**src/rtl/serial_subtractor_pkg.sv**
```systemverilog
// Shared types and helpers for the bit-serial subtractor.
package serial_subtractor_pkg;

    typedef enum logic [1:0] {
        IDLE = 2'd0,
        BUSY = 2'd1,
        DONE = 2'd2
    } state_t;

    // Bit-counter width; WIDTH >= 2 always yields at least one bit.
    function automatic int unsigned cnt_width(input int unsigned width);
        return (width < 2) ? 1 : $clog2(width);
    endfunction

endpackage

```
**src/rtl/full_subtractor_cell.sv**
```systemverilog
// Combinational 1-bit full subtractor: d = a - b - bin, bout = borrow out.
module full_subtractor_cell (
    input  logic a,
    input  logic b,
    input  logic bin,
    output logic d,
    output logic bout
);

    always_comb begin
        d    = a ^ b ^ bin;
        bout = (~a & b) | (~(a ^ b) & bin);
    end

endmodule

```
**src/rtl/serial_subtractor.sv**
```systemverilog
// Bit-serial subtractor, LSB first, one full-subtractor cell and a borrow flop.
// Optional signed-overflow output enabled by defining SERIAL_SUB_OVF_EN.
module serial_subtractor
    import serial_subtractor_pkg::*;
#(
    parameter int unsigned WIDTH = 8
) (
    input  logic             clk,
    input  logic             rst,
    input  logic             in_valid,
    output logic             in_ready,
    input  logic [WIDTH-1:0] a,
    input  logic [WIDTH-1:0] b,
    input  logic             bin,
    output logic             out_valid,
    input  logic             out_ready,
    output logic [WIDTH-1:0] diff,
    output logic             bout
`ifdef SERIAL_SUB_OVF_EN
    ,
    output logic             ovf
`endif
);

    localparam int unsigned CW = cnt_width(WIDTH);

    state_t           state_q, state_d;
    logic [WIDTH-1:0] a_sh_q, a_sh_d;
    logic [WIDTH-1:0] b_sh_q, b_sh_d;
    logic [WIDTH-1:0] res_q, res_d;
    logic [WIDTH-1:0] diff_q, diff_d;
    logic [CW-1:0]    cnt_q, cnt_d;
    logic             br_q, br_d;
    logic             bout_q, bout_d;
`ifdef SERIAL_SUB_OVF_EN
    logic             ovf_q, ovf_d;
`endif

    logic cell_d;
    logic cell_bout;
    logic last_bit;

    full_subtractor_cell u_cell (
        .a    (a_sh_q[0]),
        .b    (b_sh_q[0]),
        .bin  (br_q),
        .d    (cell_d),
        .bout (cell_bout)
    );

    assign last_bit = (cnt_q == CW'(WIDTH - 1));

    // Partial result builds in res_q so diff_q holds the previous answer until completion.
    always_comb begin
        state_d = state_q;
        a_sh_d  = a_sh_q;
        b_sh_d  = b_sh_q;
        res_d   = res_q;
        diff_d  = diff_q;
        cnt_d   = cnt_q;
        br_d    = br_q;
        bout_d  = bout_q;
`ifdef SERIAL_SUB_OVF_EN
        ovf_d   = ovf_q;
`endif
        case (state_q)
            IDLE: begin
                if (in_valid) begin
                    a_sh_d  = a;
                    b_sh_d  = b;
                    br_d    = bin;
                    cnt_d   = '0;
                    state_d = BUSY;
                end
            end
            BUSY: begin
                a_sh_d = a_sh_q >> 1;
                b_sh_d = b_sh_q >> 1;
                res_d  = {cell_d, res_q[WIDTH-1:1]};
                br_d   = cell_bout;
                if (last_bit) begin
                    diff_d  = {cell_d, res_q[WIDTH-1:1]};
                    bout_d  = cell_bout;
`ifdef SERIAL_SUB_OVF_EN
                    ovf_d   = br_q ^ cell_bout;
`endif
                    state_d = DONE;
                end else begin
                    cnt_d = cnt_q + CW'(1);
                end
            end
            DONE: begin
                if (out_ready) begin
                    state_d = IDLE;
                end
            end
            default: state_d = IDLE;
        endcase
    end

    always_ff @(posedge clk or posedge rst) begin
        if (rst) begin
            state_q <= IDLE;
            a_sh_q  <= '0;
            b_sh_q  <= '0;
            res_q   <= '0;
            diff_q  <= '0;
            cnt_q   <= '0;
            br_q    <= 1'b0;
            bout_q  <= 1'b0;
`ifdef SERIAL_SUB_OVF_EN
            ovf_q   <= 1'b0;
`endif
        end else begin
            state_q <= state_d;
            a_sh_q  <= a_sh_d;
            b_sh_q  <= b_sh_d;
            res_q   <= res_d;
            diff_q  <= diff_d;
            cnt_q   <= cnt_d;
            br_q    <= br_d;
            bout_q  <= bout_d;
`ifdef SERIAL_SUB_OVF_EN
            ovf_q   <= ovf_d;
`endif
        end
    end

    assign in_ready  = (state_q == IDLE);
    assign out_valid = (state_q == DONE);
    assign diff      = diff_q;
    assign bout      = bout_q;
`ifdef SERIAL_SUB_OVF_EN
    assign ovf       = ovf_q;
`endif

endmodule

```
**config.mk**
```make
export PLATFORM = sky130hd
export DESIGN_NAME = serial_subtractor
export DESIGN_NICKNAME = d
export VERILOG_FILES = /design/src/rtl/serial_subtractor_pkg.sv /design/src/rtl/full_subtractor_cell.sv /design/src/rtl/serial_subtractor.sv
export SDC_FILE = /design/constraint.sdc
export NUM_CORES = 1
export LEC_CHECK = 0
export BUFFER_PORTS_ARGS = -buffer_cell sky130_fd_sc_hd__buf_2
export CORE_MARGIN = 8
export CORE_UTILIZATION = 54
export DETAILED_ROUTE_END_ITERATION = 10
export GPL_ROUTABILITY_DRIVEN = 0
export PLACE_DENSITY = 0.74
export SYNTH_ARGS = -nofsm -noshare
export SYNTH_HDL_FRONTEND = slang
export SYNTH_SLANG_ARGS = --single-unit
```
**constraint.sdc**
```tcl
create_clock -name clk -period 1.7 [get_ports clk]
set_input_delay 0.34 -clock clk [delete_from_list [all_inputs] [get_ports clk]]
set_output_delay 0.34 -clock clk [all_outputs]
set_load 0.01 [all_outputs]
```
==> out/metrics.csv <==
stage,metric,value,unit
worst_setup_path,Reg2Reg Setup Slack,0.16,ns
worst_setup_path,slowest CP cell,dfrtp_2,
route,Routed WL,3630,um
route,drt initial violations,78,
worst_setup_path,Crit Path Max Fanout,17,
worst_setup_path,Critical Path Source Type,register,
global_routing,global-route wire length before repair,6220,um
global_routing,global route overflow,0,
sta,fin worst setup slack,0.0991,ns
placed_design,Setup WS pre-CTS,0.0773,ns
job,max_cap viols,0,
pwr,Int Pwr,0.00254,W
sta,fmax,0.625,GHz
synth,sequential-to-total area share from yosys stat,55.6,%
cells_and_area,"Core Util, Final",66.6,%
synth,Ys Warns,0,
synth,syn_area_per_cell,11.6,um2
outcome,status,finished clean,
synth,cells after synthesis,147,
worst_setup_path,Reg2Reg Capture Point,diff[2]$_DFFE_PP0P_,
placed_design,IO buf count,31,
placed_design,Post-DP HPWL,2520,um
pwr,maximum VDD drop,0.897,mV
sta,Hold Slack,0.0797,ns
route,final antenna-violating net count,0,
cells_and_area,Fill cells,256,
cells_and_area,Reg area,952,um2
route,wire length on met3,196,um
clock_tree,Clock Tree Root,clkbuf_4,
cells_and_area,number of diodes,0,
sta,endpoints failing setup,0,
die,die width,72.3,um
global_routing,initial antenna violation count,0,
clock_tree,clock slew at reported path FFs,0.11,ns
worst_setup_path,Setup crit end kind,output port,
sta,Final Hold Vio Count,0,
route,met2 wire length,1870,um
clock_tree,Num CTS Buffers,5,
route,wire per inst,16.1,um
synth,Synth Cell Area,1710,um2
cells_and_area,Area Overhead vs Synth,17.8,%
die,Die H,72.3,um
pwr,Leak,0.943,nW
pwr,Switch Pwr,0.00131,W
cells_and_area,layout cell share with drive strength beyond 1,35.4,%
die,num ports,32,
die,core area,3030,um2
route,DR vias/cell,5.61,
pwr,P per Cell Area,1910,nW/um2
global_routing,Tot GR Track Use,15.5,%
cells_and_area,most frequent cells in the layout,"dfrtp_1, buf_2, o22ai_1",
worst_setup_path,reg2reg start,cnt_q[0]$_DFFE_PP0P_,
cells_and_area,Multi-input gate area,681,um2
sta,Setup TNS Final,0,ns
hold_path,Hold WC Path Type,in2async,
cells_and_area,"commonest non-fill, non-tap cell in the layout",dfrtp_1,
sta,RSZ-0062 raised after global routing,no,
pwr,Clock power frac,20.6,%
clock_tree,CTS tree,yes,
global_routing,vias in the first global route,1320,
clock_tree,H-tree Lvls,2,
sta,Slew @ Worst Pin,0.466,ns
die,site row count,20,
clock_tree,clock latency on the worst-skew pair,0.35,ns
sta,crit path time final,1.60,ns
pwr,Pwr Total,0.00385,W
worst_setup_path,Crit path largest cell delay,0.50,ns
synth,Synth Register Bits,38,
pwr,switch share,34.1,%
die,Initial Util,56.5,%
worst_setup_path,crit path DAT,1.26,ns
pwr,sequential power share,43.5,%
route,Via Count,1263,
clock_tree,clk buf depth,2,
worst_setup_path,CP Cell Sequence,"inv_4, nor2_1, buf_2",
die,Die Area,5230,um2
route,top sig layer,met4,
worst_setup_path,crit path kind,reg2out,
worst_setup_path,Critical Path RT,1.36,ns
cells_and_area,nets,204,
route,drt pass-1 iters,4,
synth,Syn Nets,171,
sta,final worst-path cycle share,94.2,%
sta,Max Slew Vio Count,0,
clock_tree,CTS Hold Bufs,0,
global_routing,pin count of the biggest net entering global routing,39,
route,DR DRC count,0,
worst_setup_path,reg2reg path depth,4,
clock_tree,clock sink total,38,
sta,Clock Skews,0.00282,ns
synth,count of different cell masters after synthesis,25,
route,routed length on met1,1510,um
pwr,combinational group share of total power,35.9,%
sta,Max transition margin,69.0,%
## metrics by stage
| step | instances | area, um2 |
|---|---|---|
| finish | 225 | 2020 |
| floorplan | 147 | 1710 |
| global placement | 217 | 1890 |
| detailed placement | 217 | 1890 |
| global route | 225 | 2020 |
| CTS | 225 | 2010 |
## cells by family after synthesis
kind of cell / count (synthesis) / synth area share (%)
fa+ha+maj: 3 / 2.63
mux: 15 / 11.4
compound gates: 61 / 20.5
simple gates: 14 / 4.75
buf+inv: 16 / 5.19
flops: 38 / 55.6
## worst max-delay path by stage
| stage | from | depth (start not counted) | end | slack (ns) |
|---|---|---|---|---|
| after global routing | state_q[1]$_DFFE_PP0P_ | 3 | out_valid | 0.04 |
| final | state_q[1]$_DFFE_PP0P_ | 3 | out_valid | 0.1 |
| after global placement | cnt_q[0]$_DFFE_PP0P_ | 4 | diff[2]$_DFFE_PP0P_ | 0.15 |
| after detailed placement | cnt_q[0]$_DFFE_PP0P_ | 4 | diff[2]$_DFFE_PP0P_ | 0.08 |
| after floorplan | cnt_q[0]$_DFFE_PP0P_ | 5 | diff[0]$_DFFE_PP0P_ | 0.20 |
| after CTS | state_q[1]$_DFFE_PP0P_ | 3 | out_valid | 0.03 |
## registers in the layout, indices dropped and copies added, names as in the netlist
| signal | count |
|---|---|
| res_q | 7 |
| a_sh_q | 8 |
| state_q | 2 |
| bout | 1 |
| b_sh_q | 8 |
| br_q | 1 |
| cnt_q | 3 |
| diff | 8 |
## synthesized netlist by cell type, drive strengths merged
cell type | n | area (um2)
a21oi | 17 | 85.1
a22oi | 2 | 15.0
buf | 9 | 62.6
clkbuf | 1 | 3.75
clkinv | 1 | 3.75
dfrtp | 38 | 951
fa | 1 | 20.0
ha | 2 | 25.0
inv | 5 | 18.8
mux2 | 15 | 195
nand2 | 4 | 15.0
nand2b | 3 | 28.8
nand3b | 1 | 11.3
nor2 | 4 | 15.0
nor2b | 1 | 6.26
nor3 | 1 | 5.00
o21ai | 11 | 55.1
o22ai | 30 | 188
o31ai | 1 | 7.51
## timing repair
action	4_1_cts	5_1_grt
setup buffers	0	0
setup endpoints to repair	1	2
gates cloned	0	0
gates resized for setup	1	2
## layer usage
layer / vias to the layer above / GRT usage, %
met5: - / 0
met4: 0 / 6.80
met3: 6 / 5.92
met2: 31 / 26.1
met1: 615 / 17.0
li1: 611 / -
## power groups by stage
stage	registers [W]	logic, W	clock network [W]
after floorplan	0.00162	0.00107	0
after global placement	0.00164	0.00130	0
after detailed placement	0.00168	0.00139	0
after CTS	0.00167	0.00140	0.000807
after global routing	0.00173	0.00156	0.000831
final	0.00167	0.00138	0.000794
## worst max-delay path: cells and delay by family (launching register included)
kind | cells | cell delay, ns
simple gates | 1 | 0.07
buf+inv | 2 | 0.34
flops | 1 | 0.50
## cell type report
cell class,count,area share [%]
well taps,44,2.73
flip-flops and latches,38,47.2
repair buffers,36,9.55
clock inverters,2,2.98
inverters,6,1.24
multi-input cells,93,33.7
clock buffers,6,2.54
Power figures use the tool's default switching activity.
